## src/rtl/wb_master.sv

```systemverilog
// Single-outstanding Wishbone-style bus initiator: one strobe/ack cycle per CPU request,
// with optional delayed read-data capture and a no-ack timeout.
module wb_master #(
    parameter int unsigned ADDR_W  = 32,
    parameter int unsigned RD_DLY  = 1,
    parameter int unsigned TIMEOUT = 255
) (
    input  logic              clk,
    input  logic              rst,
    input  logic              cpu_req,
    input  logic              cpu_we,
    input  logic [ADDR_W-1:0] cpu_addr,
    input  logic [31:0]       cpu_wdata,
    input  logic [3:0]        cpu_sel,
    output logic [31:0]       cpu_rdata,
    output logic              cpu_busy,
    output logic              cpu_done,
    output logic              cpu_err,
    output logic              cyc_o,
    output logic              stb_o,
    output logic              we_o,
    output logic [ADDR_W-1:0] adr_o,
    output logic [31:0]       dat_o,
    output logic [3:0]        sel_o,
    input  logic [31:0]       dat_i,
    input  logic              ack_i
);

    localparam int unsigned TW = (TIMEOUT > 0) ? $clog2(TIMEOUT + 1) : 1;
    localparam logic [TW-1:0] TO_MAX   = TW'(TIMEOUT);
    localparam logic [2:0]    DLY_INIT = 3'(RD_DLY);

    typedef enum logic [1:0] {
        IDLE,
        BUS,
        RDWAIT
    } state_t;

    state_t            state_q, state_d;
    logic [TW-1:0]     to_cnt_q, to_cnt_d;
    logic [2:0]        dly_q, dly_d;
    logic              cyc_q, cyc_d;
    logic              stb_q, stb_d;
    logic              busy_q, busy_d;
    logic              done_q, done_d;
    logic              err_q, err_d;
    logic              we_q, we_d;
    logic [ADDR_W-1:0] adr_q, adr_d;
    logic [31:0]       dat_q, dat_d;
    logic [3:0]        sel_q, sel_d;
    logic [31:0]       rdata_q, rdata_d;

    always_ff @(posedge clk) begin
        if (rst) begin
            state_q  <= IDLE;
            to_cnt_q <= '0;
            dly_q    <= '0;
            cyc_q    <= 1'b0;
            stb_q    <= 1'b0;
            busy_q   <= 1'b0;
            done_q   <= 1'b0;
            err_q    <= 1'b0;
            we_q     <= 1'b0;
            adr_q    <= '0;
            dat_q    <= '0;
            sel_q    <= '0;
            rdata_q  <= '0;
        end else begin
            state_q  <= state_d;
            to_cnt_q <= to_cnt_d;
            dly_q    <= dly_d;
            cyc_q    <= cyc_d;
            stb_q    <= stb_d;
            busy_q   <= busy_d;
            done_q   <= done_d;
            err_q    <= err_d;
            we_q     <= we_d;
            adr_q    <= adr_d;
            dat_q    <= dat_d;
            sel_q    <= sel_d;
            rdata_q  <= rdata_d;
        end
    end

    always_comb begin
        state_d  = state_q;
        to_cnt_d = to_cnt_q;
        dly_d    = dly_q;
        done_d   = 1'b0;
        err_d    = 1'b0;
        we_d     = we_q;
        adr_d    = adr_q;
        dat_d    = dat_q;
        sel_d    = sel_q;
        rdata_d  = rdata_q;

        case (state_q)
            IDLE: begin
                if (cpu_req) begin
                    we_d     = cpu_we;
                    adr_d    = cpu_addr;
                    dat_d    = cpu_wdata;
                    sel_d    = cpu_sel;
                    to_cnt_d = '0;
                    state_d  = BUS;
                end
            end
            BUS: begin
                if (ack_i) begin
                    if (we_q) begin
                        state_d = IDLE;
                        done_d  = 1'b1;
                    end else if (RD_DLY == 0) begin
                        rdata_d = dat_i;
                        state_d = IDLE;
                        done_d  = 1'b1;
                    end else begin
                        dly_d   = DLY_INIT;
                        state_d = RDWAIT;
                    end
                end else if (TIMEOUT != 0) begin
                    // Leaving BUS on the terminal count keeps the counter from ever wrapping.
                    to_cnt_d = to_cnt_q + 1'b1;
                    if (to_cnt_d == TO_MAX) begin
                        state_d = IDLE;
                        done_d  = 1'b1;
                        err_d   = 1'b1;
                    end
                end
            end
            RDWAIT: begin
                dly_d = (dly_q != 3'd0) ? dly_q - 3'd1 : 3'd0;
                if (dly_q <= 3'd1) begin
                    rdata_d = dat_i;
                    state_d = IDLE;
                    done_d  = 1'b1;
                end
            end
            default: state_d = IDLE;
        endcase

        cyc_d  = (state_d != IDLE);
        stb_d  = (state_d == BUS);
        busy_d = (state_d != IDLE);
    end

    assign cpu_rdata = rdata_q;
    assign cpu_busy  = busy_q;
    assign cpu_done  = done_q;
    assign cpu_err   = err_q;
    assign cyc_o     = cyc_q;
    assign stb_o     = stb_q;
    assign we_o      = we_q;
    assign adr_o     = adr_q;
    assign dat_o     = dat_q;
    assign sel_o     = sel_q;

endmodule

```

## config.mk

```make
export PLATFORM = sky130hd
export DESIGN_NAME = wb_master
export DESIGN_NICKNAME = d
export VERILOG_FILES = /design/src/rtl/wb_master.sv
export SDC_FILE = /design/constraint.sdc
export NUM_CORES = 1
export LEC_CHECK = 0
export ABC_AREA = 1
export BUFFER_PORTS_ARGS = -buffer_cell sky130_fd_sc_hd__buf_2
export CAP_MARGIN = 10
export CORE_MARGIN = 10
export CORE_UTILIZATION = 43
export CTS_BUF_LIST = sky130_fd_sc_hd__clkbuf_4 sky130_fd_sc_hd__clkbuf_8
export CTS_CLUSTER_SIZE = 30
export DETAILED_ROUTE_END_ITERATION = 6
export PLACE_DENSITY = 0.78
export SLEW_MARGIN = 20
export SYNTH_ARGS = -nofsm -noshare
export SYNTH_HDL_FRONTEND = slang
export SYNTH_SLANG_ARGS = --single-unit
```

## constraint.sdc

```tcl
create_clock -name clk -period 1.73 [get_ports clk]
set_clock_uncertainty 0.2 [all_clocks]
set_input_delay 0.173 -clock clk [delete_from_list [all_inputs] [get_ports clk]]
set_output_delay 0.173 -clock clk [all_outputs]
set_load 0.01 [all_outputs]
```

==> impl_metrics.py, run 1 <==
metrics = {
    "timing": {
        "fmaxAchievable_ghz": 0.565,
        "setup_viol": 3,
        "relSlewSlack": 0.774,
        "worst_slack_ps": -41.1,
        "final.min_clock_period_ps": 1770,
        "finalMaxSlewViolations": 0,
        "finalHoldViolations": 0,
        "period_share": 1.02,
        "rsz0062_at_grt": "yes",
        "fin_hold_ws_ps": 278,
        "worst_slew_pin_slew_ps": 340,
    },
    "grt": {
        "grt_overflow": 0,
        "grtUsageTotal": 0.227,
        "grt_pass1_wl_um": 26900,
        "grt_max_degree": 66,
        "grt_pass1_vias": 5401,
        "antenna_found_initial": 3,
    },
    "floorplanning": {
        "die_h_um": 121,
        "io_pins": 211,
        "core_mm2": 0.00991,
        "initial_utilization": 0.446,
        "rows": 36,
        "die-area_mm2": 0.0147,
        "die_x_um": 121,
    },
    "synthesis": {
        "synth-edff-count": 0,
        "synth_top_cell_area_share": 0.535,
        "yosys.area.top_type": "dfxtp_1",
        "synthCells": 582,
        "ys_seq_elements": 118,
        "synth.avg_cell_area_um2": 7.59,
        "seq_area_frac_synth": 0.535,
        "syn_area_mm2": 0.00442,
        "ys_types": 24,
        "yosysWarnings": 0,
        "async_flop_share": 0,
        "yosys_most_used_dff": "dfxtp_1",
        "synthTopCellsByArea": "dfxtp_1, nor2_1, o21ai_0, nand2_1, clkbuf_1",
        "syn_nets": 695,
    },
    "routing": {
        "vias": 5304,
        "first_pass_iters": 5,
        "wl_um": 17700,
        "first_iter_violations": 312,
        "wl_per_cell_um": 16.9,
        "postRouteAntennaNets": 0,
        "vias_per_cell": 5.05,
        "drc_errors": 0,
    },
    "power_and_ir_drop": {
        "power_density_mw_per_mm2": 977,
        "ir_worst_vdd_mv": 0.685,
        "p_leak_nw": 3.59,
        "comb_power_share": 0.189,
        "power_frac_clock": 0.386,
        "swShare": 0.265,
        "p_int_w": 0.00530,
        "seq_power_share": 0.425,
        "switching_power_w": 0.00191,
    },
    "setup_path": {
        "start_kind": "flip-flop",
        "cp_max_fo": 4,
        "end_kind": "flip-flop",
        "worst-endpoint-arrival_ps": 1880,
        "criticalPathCategory": "reg2reg",
        "rr_startpoint": "to_cnt_q[1]",
        "required_ps": 1840,
        "crit_start": "to_cnt_q[1]",
    },
    "cts": {
        "clkLatencyLatePin_ps": 410,
        "htree_levels": 4,
        "clockRootBuffer": "clkbuf_8",
        "cts_buffer_depth": 2,
        "clkTransAtPathRegs_ps": 70,
        "clkSinkCount": 118,
        "cts_buffers": 17,
        "cts_tree": "yes",
    },
    "layout": {
        "syn_to_final_growth_pct": 67.2,
        "drive_above_1_share": 0.333,
        "fin_util": 0.745,
        "stdcell_area_mm2": 0.00738,
        "fillers": 701,
        "multi_input_area_mm2": 0.00193,
        "final_cell_count_no_fill": 1050,
        "layout.nets": 1014,
        "final-seq-area_mm2": 0.00238,
    },
    "run_status": {
        "outcome": "finished with violations",
        "violations": "setup timing",
    },
    "hold_path": {
        "holdCritPathClass": "reg2reg",
        "min_from": "dat_o[18]",
    },
    "place": {
        "io_buffers": 210,
        "dpl_cell_area_mm2": 0.00569,
        "globalplace.congestion": 0.861,
        "place_inst": 908,
        "detailed_place_hpwl_um": 10500,
    },
    "flow_run": {
        "drv_cap": 0,
    },
}
## timing repair
| action | 4_1_cts | 5_1_grt |
|---|---|---|
| hold buffers | 104 | 0 |
| setup endpoints to repair | 41 | 62 |
| gates resized for setup | 11 | 42 |
| setup buffers | 0 | 1 |
| hold endpoints to repair | 116 | 0 |
| gates cloned | 0 | 2 |
| pin swaps | 1 | 11 |
## critical path, stage by stage, from the launching register on
cell and delay [ps]:
dfxtp_2 360, buf_6 120, nand2_4 60, nor2_4 120, nand2_1 80, nand2_1 100
nand2_1 100, nor2_4 110, nand2_2 60, nand2_1 60, nand2_1 50, nand2_1 50
nand2_1 60, nand2_1 80, nand2_1 50
## state kept, by name, summed over array words and instances, names as in the netlist
name and flops:
cpu_err 1, cpu_busy 1, dat_o 32, state_q 2, sel_o 4, cpu_rdata 32
stb_o 1, adr_o 32, we_o 1, cpu_done 1, dly_q 3, to_cnt_q 8
## cells by family after synthesis
family,after synthesis,share of synthesized area
AND/OR/NAND/NOR,277,0.249
AO/OA/AOI/OAI,122,0.143
flip-flops,118,0.535
buffers and inverters,57,0.0499
adder cells (fa/ha/maj),8,0.0227
## through the flow
| stage | total power, W | TNS, ps | setup WS (ps) |
|---|---|---|---|
| 5_1_grt | 0.00754 | -349 | -128 |
| 2_1_floorplan | 0.00367 | 0 | 13.9 |
| 3_3_place_gp | 0.00416 | -40.0 | -31.9 |
| 4_1_cts | 0.00717 | 0 | 0.376 |
| 3_5_place_dp | 0.00422 | -1710 | -81.5 |
| 6_report | 0.00721 | -66.8 | -41.1 |
## cell usage in the layout (no fill, tap or decap), types with 2 or more instances in the layout
cell,n
dfxtp_1,110
nor2_4,6
inv_1,17
nor2_1,213
nand2_2,10
buf_2,210
a21oi_2,2
buf_4,9
a31oi_1,2
inv_2,6
dfxtp_2,5
clkbuf_8,21
dlygate4sd3_1,104
a211oi_1,2
o21ai_0,93
a21oi_1,9
bufinv_16,4
clkbuf_16,2
o21ai_1,11
diode_2,4
ha_1,4
buf_12,7
ha_2,3
nand2_1,29
clkinv_2,4
dfxtp_4,3
nand3_1,12
nor2_2,3
## worst paths after layout
check                   end  slack, ps  cells after the start
hold / removal    dat_o[18]        280                      2
setup / recovery   cpu_busy        -40                     14
setup reg to reg   cpu_busy        -40                     14
hold reg to reg   dat_o[18]        280                      2
## layer usage
layer	GRT usage	vias to the layer above	wire length, um
met5	0	-	0
met4	0.118	0	723
met3	0.104	59	1810
met2	0.392	270	8870
met1	0.223	2468	6300
li1	-	2507	-
## power groups by stage
stage | Clock [W] | Sequential (W) | Combinational [W]
6_report | 0.00278 | 0.00307 | 0.00136
5_1_grt | 0.00296 | 0.00309 | 0.00149
4_1_cts | 0.00282 | 0.00306 | 0.00129
3_5_place_dp | 0 | 0.00312 | 0.00110
3_3_place_gp | 0 | 0.00310 | 0.00106
2_1_floorplan | 0 | 0.00322 | 0.000456
## final cells by class
type / instances / share of cell area
clock inverters: 9 / 0.0200
flip-flops and latches: 118 / 0.322
inverters: 24 / 0.0132
well taps: 133 / 0.0225
clock buffers: 22 / 0.0402
diodes: 4 / 0.00136
repair buffers: 333 / 0.320
multi-input cells: 407 / 0.261
## cells in the mapped netlist, types with 2 or more instances
| cell type | count |
|---|---|
| nand2_1 | 33 |
| inv_2 | 2 |
| nand2_2 | 7 |
| nand3_1 | 13 |
| ha_1 | 8 |
| a21oi_1 | 11 |
| dfxtp_1 | 118 |
| clkbuf_1 | 29 |
| inv_1 | 22 |
| o21ai_0 | 103 |
| nor2_2 | 3 |
| a31oi_1 | 2 |
| nor2_1 | 217 |
| buf_2 | 2 |
| nor2_4 | 2 |
| a211oi_1 | 2 |
No activity file was read; power rests on OpenSTA's default activity.
==> run 2, diff against run 1 <==
- CELL_PAD_IN_SITES_DETAIL_PLACEMENT: not set -> 1
- CELL_PAD_IN_SITES_GLOBAL_PLACEMENT: not set -> 1
- CORE_UTILIZATION: 43 -> 30
- PLACE_DENSITY: 0.78 -> not set
- PLACE_DENSITY_LB_ADDON: not set -> 0.1
==> impl_metrics.py, run 2 (synthesis results as in run 1) <==
metrics = {
    "place": {
        "detailed_place_hpwl_um": 11900,
        "globalplace.congestion": 0.824,
        "io_buffers": 210,
        "place_inst": 968,
        "dpl_cell_area_mm2": 0.00580,
    },
    "timing": {
        "period_share": 1.01,
        "setup_tns_ps": -22.1,
        "relSlewSlack": 0.655,
        "worst_slew_pin_slew_ps": 516,
        "setup_viol": 2,
        "rsz0062_at_grt": "yes",
        "fin_hold_ws_ps": 61.4,
        "finalMaxSlewViolations": 0,
        "finalHoldViolations": 0,
        "final.min_clock_period_ps": 1750,
        "fmaxAchievable_ghz": 0.571,
        "worst_slack_ps": -20.5,
    },
    "floorplanning": {
        "die_h_um": 141,
        "io_pins": 211,
        "die_x_um": 141,
        "rows": 44,
        "die-area_mm2": 0.0200,
        "core_mm2": 0.0145,
        "initial_utilization": 0.305,
    },
    "setup_path": {
        "r2r_cells": 14,
        "criticalPathCategory": "reg2reg",
        "start_kind": "flip-flop",
        "slowest_delay_ps": 370,
        "rr_startpoint": "to_cnt_q[0]",
        "cpMostUsedCell": "nand2_1",
        "cpMaxStageDelayCell": "dfxtp_4",
        "path_cells": "ha_4 -> inv_2 -> nand2_1 -> nand2_1 -> nor2_2 -> nand2_2 -> nor2_4 -> nand2_2 -> nand2_1 -> nand2_1 -> nand2_1 -> nand2_1 -> nand2_1 -> nand2_1",
        "end_kind": "flip-flop",
        "r2r_slack_ps": -20,
        "rr_endpoint": "cpu_busy",
        "cp_max_fo": 4,
        "required_ps": 1860,
        "worst-endpoint-arrival_ps": 1880,
    },
    "grt": {
        "antenna_found_initial": 6,
        "grt_pass1_wl_um": 29100,
        "grtUsageTotal": 0.181,
        "grt_max_degree": 63,
        "grt_overflow": 0,
        "grt_pass1_vias": 5771,
    },
    "flow_run": {
        "drv_cap": 0,
    },
    "cts": {
        "clkSinkCount": 118,
        "clkLatencyLatePin_ps": 430,
        "cts_buffers": 17,
        "clkTransAtPathRegs_ps": 70,
        "htree_levels": 4,
        "clockRootBuffer": "clkbuf_8",
        "cts_tree": "yes",
        "cts_buffer_depth": 2,
    },
    "layout": {
        "drive_above_1_share": 0.341,
        "syn_to_final_growth_pct": 69.4,
        "stdcell_area_mm2": 0.00748,
        "fillers": 1815,
        "final_cell_count_no_fill": 1120,
        "layout.nets": 1032,
        "final_cell_mix": "nor2_1, buf_2, dfxtp_1, dlygate4sd3_1, o21ai_0",
        "layout_commonest_cell": "nor2_1",
        "fin_util": 0.517,
    },
    "power_and_ir_drop": {
        "p_leak_nw": 3.65,
        "ir_worst_vdd_mv": 0.503,
        "power_density_mw_per_mm2": 928,
    },
    "routing": {
        "wl_um": 18600,
        "vias_per_cell": 4.60,
        "drc_errors": 0,
        "vias": 5151,
        "wl_per_cell_um": 16.6,
        "postRouteAntennaNets": 0,
        "first_pass_iters": 4,
        "first_iter_violations": 181,
    },
    "hold_path": {
        "hold_depth": 5,
        "holdCritPathClass": "in2reg",
        "min_from": "rst",
        "hold_end": "cpu_done",
    },
    "run_status": {
        "outcome": "finished with violations",
        "violations": "setup timing",
    },
}
[run 2: cell types whose count changed in the layout (fill, tap and decap cells not counted), sizes merged]
cell         before  now
clkbuf           24   29
bufinv            4    1
clkinvlp          1    0
dlygate4sd3     104  106
buf             227  244
clkinv            4    1
diode             4    6
[run 2: worst max path at each step]
stage	cells past startpoint	start	slack, ps	to
6_report	14	to_cnt_q[0]	-20	cpu_busy
4_1_cts	14	to_cnt_q[1]	-30	cpu_busy
2_1_floorplan	12	to_cnt_q[1]	10	cpu_busy
5_1_grt	14	to_cnt_q[0]	-140	cpu_busy
3_3_place_gp	14	to_cnt_q[0]	-40	cpu_busy
3_5_place_dp	14	to_cnt_q[0]	-100	cpu_busy
[run 2: stage by stage]
step / worst slack [ps] / total power, W
after global placement: -37.4 / 0.00421
after floorplan: 13.9 / 0.00367
after global routing: -140 / 0.00736
final: -20.5 / 0.00694
after CTS: -32.1 / 0.00700
after detailed placement: -97.7 / 0.00425
[run 2: layout make-up]
class / count / area (um^2) / share of cell area
repair buffers: 351 / 2440 / 0.326
flip-flops and latches: 118 / 2380 / 0.319
multi-input cells: 407 / 1920 / 0.256
clock buffers: 28 / 367 / 0.0490
well taps: 184 / 230 / 0.0308
inverters: 24 / 90.1 / 0.0120
clock inverters: 2 / 35.0 / 0.00468
diodes: 6 / 15.0 / 0.00201
[run 2: repair_timing]
action,CTS,global route
cloned,0,1
pin swaps,4,10
endpoints found under the setup margin,7,106
resized for setup,10,28
hold endpoints to repair,116,0
buffers inserted,6,3
hold buffers,106,0
[run 2: critical path: cells and delay by family (launching register included)]
family / cells / cell delay [ps]
fa+ha+maj: 1 / 180
buf+inv: 1 / 50
flops: 1 / 370
simple gates: 12 / 860
[run 2: metal layers]
layer | wire (um) | part of all wire | global-route usage | vias up
met4 | 442 | 0.024 | 0.0766 | 0
met5 | 0 | 0 | 0 | -
met2 | 9700 | 0.52 | 0.321 | 138
met3 | 1410 | 0.076 | 0.0798 | 26
met1 | 7050 | 0.38 | 0.179 | 2450
li1 | - | - | - | 2537
[run 2: power breakdown]
part	leakage (nW)	internal [W]	switching, W	total (W)
Combinational	2.46	0.000628	0.000732	0.00136
Sequential	0.975	0.00294	0.000122	0.00306
Clock	0.212	0.00148	0.00104	0.00252
==> run 3, diff against run 2 <==
- ABC_AREA: 1 -> not set
- BUFFER_PORTS_ARGS: -buffer_cell sky130_fd_sc_hd__buf_2 -> not set
- CORE_UTILIZATION: 30 -> 41
- DONT_BUFFER_PORTS: not set -> 1
==> impl_metrics.py, run 3 <==
metrics = {
    "timing": {
        "worst_slack_ps": -279,
        "relSlewSlack": 0.738,
        "setup_tns_ps": -1700,
        "finalMaxSlewViolations": 0,
        "fmaxAchievable_ghz": 0.498,
        "finalHoldViolations": 118,
        "setup_viol": 13,
        "rsz0062_at_grt": "yes",
        "final.min_clock_period_ps": 2010,
        "fin_hold_ws_ps": -406,
        "period_share": 1.16,
        "worst_slew_pin_slew_ps": 390,
    },
    "setup_path": {
        "rr_endpoint": "cpu_busy",
        "r2r_cells": 7,
        "worst-endpoint-arrival_ps": 2110,
        "cp_max_fo": 4,
        "r2r_slack_ps": -280,
        "required_ps": 1830,
        "start_kind": "flip-flop",
        "rr_startpoint": "to_cnt_q[1]",
        "criticalPathCategory": "reg2reg",
        "end_kind": "flip-flop",
    },
    "synthesis": {
        "syn_nets": 679,
        "seq_area_frac_synth": 0.533,
        "synthCells": 566,
        "synth.avg_cell_area_um2": 7.84,
        "yosys_most_used_dff": "dfxtp_1",
        "syn_area_mm2": 0.00444,
        "ys_seq_elements": 118,
        "yosys.area.top_type": "dfxtp_1",
        "synth-edff-count": 0,
        "yosysWarnings": 0,
        "synthTopCellsByArea": "dfxtp_1, nand2_1, a21oi_1, clkbuf_1, ha_1",
        "yosys-top-cells-count": "nand2_1, dfxtp_1, a21oi_1",
        "ys_types": 38,
        "synth_top_cell_area_share": 0.533,
        "async_flop_share": 0,
        "yosysMostFrequentCell": "nand2_1",
    },
    "power_and_ir_drop": {
        "swShare": 0.260,
        "power_frac_clock": 0.410,
        "ir_worst_vdd_mv": 0.519,
        "p_int_w": 0.00463,
        "power_density_mw_per_mm2": 1110,
        "comb_power_share": 0.100,
        "seq_power_share": 0.490,
        "p_leak_nw": 2.09,
        "switching_power_w": 0.00163,
    },
    "layout": {
        "layout_commonest_cell": "nand2_1",
        "stdcell_area_mm2": 0.00561,
        "syn_to_final_growth_pct": 26.5,
        "antenna_cells": 0,
        "layout.nets": 710,
        "drive_above_1_share": 0.216,
        "fillers": 1252,
        "final_cell_mix": "nand2_1, dfxtp_1, a21oi_1, buf_4, clkbuf_8",
    },
    "grt": {
        "grt_max_degree": 116,
        "grtUsageTotal": 0.179,
        "antenna_found_initial": 0,
        "grt_pass1_wl_um": 21300,
        "grt_pass1_vias": 4092,
        "grt_overflow": 0,
    },
    "cts": {
        "cts_tree": "yes",
        "clkLatencyLatePin_ps": 440,
        "clockRootBuffer": "clkbuf_8",
        "cts_buffer_depth": 2,
        "clkSinkCount": 118,
        "clkTransAtPathRegs_ps": 70,
        "htree_levels": 4,
        "cts_buffers": 17,
    },
    "routing": {
        "vias": 3880,
        "postRouteAntennaNets": 0,
        "drc_errors": 0,
        "first_iter_violations": 223,
        "vias_per_cell": 5.20,
        "first_pass_iters": 4,
        "wl_um": 14700,
        "wl_per_cell_um": 19.8,
    },
    "place": {
        "globalplace.congestion": 0.832,
        "io_buffers": 0,
        "detailed_place_hpwl_um": 10400,
        "dpl_cell_area_mm2": 0.00491,
    },
    "run_status": {
        "outcome": "finished with violations",
        "violations": "hold timing, setup timing",
    },
    "floorplanning": {
        "rows": 37,
        "die_h_um": 124,
        "die-area_mm2": 0.0154,
        "io_pins": 211,
        "die_x_um": 124,
        "initial_utilization": 0.426,
        "core_mm2": 0.0104,
    },
    "hold_path": {
        "holdCritPathClass": "in2reg",
        "hold_depth": 1,
        "min_from": "rst",
        "hold_end": "adr_o[19]",
    },
    "flow_run": {
        "drv_cap": 0,
    },
}
==> run 3: cell count changes after synthesis, sizes merged, moves of 3 or more <==
cell    change
nand2     +174
nor2b       +3
nand3       -7
inv        -16
a311oi      +3
o21ai      -94
or3         +4
nor2      -207
a21oi     +103
buf         +5
xor2        +3
==> run 3: worst max-delay path: stages (launching register included) <==
cell and delay (ps):
dfxtp_4 350, ha_4 160, buf_6 120, xor2_1 120, nand4_1 220, a211o_4 370
nor4b_4 270, a311oi_2 70
==> run 3: routing by layer <==
| layer | track usage | vias to the layer above | routed length [um] |
|---|---|---|---|
| met4 | 0.0719 | 0 | 320 |
| met2 | 0.308 | 145 | 7500 |
| met3 | 0.0964 | 24 | 1750 |
| li1 | - | 1910 | - |
| met5 | 0 | - | 0 |
| met1 | 0.178 | 1801 | 5180 |
==> run 3: power by group through the flow <==
stage	combinational [W]	sequential, W	clock, W
2_1_floorplan	0.000409	0.00308	0
3_3_place_gp	0.000516	0.00313	0
3_5_place_dp	0.000549	0.00313	0
4_1_cts	0.000589	0.00307	0.00262
5_1_grt	0.000701	0.00309	0.00278
6_report	0.000623	0.00307	0.00257
==> run 3: cells by family after synthesis <==
logic type      after synthesis  share of synthesized area
compound gates              134                      0.160
buf+inv                      45                     0.0392
fa+ha+maj                     8                     0.0226
simple gates                257                      0.238
xor+xnor                      4                    0.00790
flops                       118                      0.533
==> run 3: worst max path at each step <==
stage,start,to,cells after the start
5_1_grt,to_cnt_q[3],stb_o,6
3_5_place_dp,state_q[1],stb_o,7
4_1_cts,to_cnt_q[0],stb_o,7
2_1_floorplan,to_cnt_q[1],cpu_busy,6
3_3_place_gp,to_cnt_q[1],cpu_busy,6
6_report,to_cnt_q[1],cpu_busy,7
==> run 3: repair_timing <==
item                                    4_1_cts  5_1_grt
resized for setup                            20       32
endpoints found under the setup margin       14       44
pin swaps                                    14       16
endpoints found under the hold margin       118      118
buffers inserted                              6        4
gates cloned                                  0        1
==> run 3: through the flow <==
stage | total power [W] | hold slack, ps | std cells | utilization | setup WS (ps)
2_1_floorplan | 0.00349 | 109 | 566 | - | -148
3_3_place_gp | 0.00364 | 51.2 | 704 | 0.471 | -139
3_5_place_dp | 0.00368 | 55.8 | 704 | 0.471 | -215
4_1_cts | 0.00628 | -418 | 742 | 0.522 | -274
5_1_grt | 0.00657 | -429 | 746 | 0.539 | -351
6_report | 0.00625 | -406 | 746 | 0.539 | -279
==> run 3: final cells by class <==
class                      instances  area [um^2]  share of cell area
timing repair buffer              49          490              0.0874
clock buffer                      22          272              0.0484
inverter                           8         35.0             0.00624
multi-input combinational        403         2140               0.381
sequential                       118         2380               0.424
tap                              136          170              0.0303
clock inverter                    10          129              0.0230
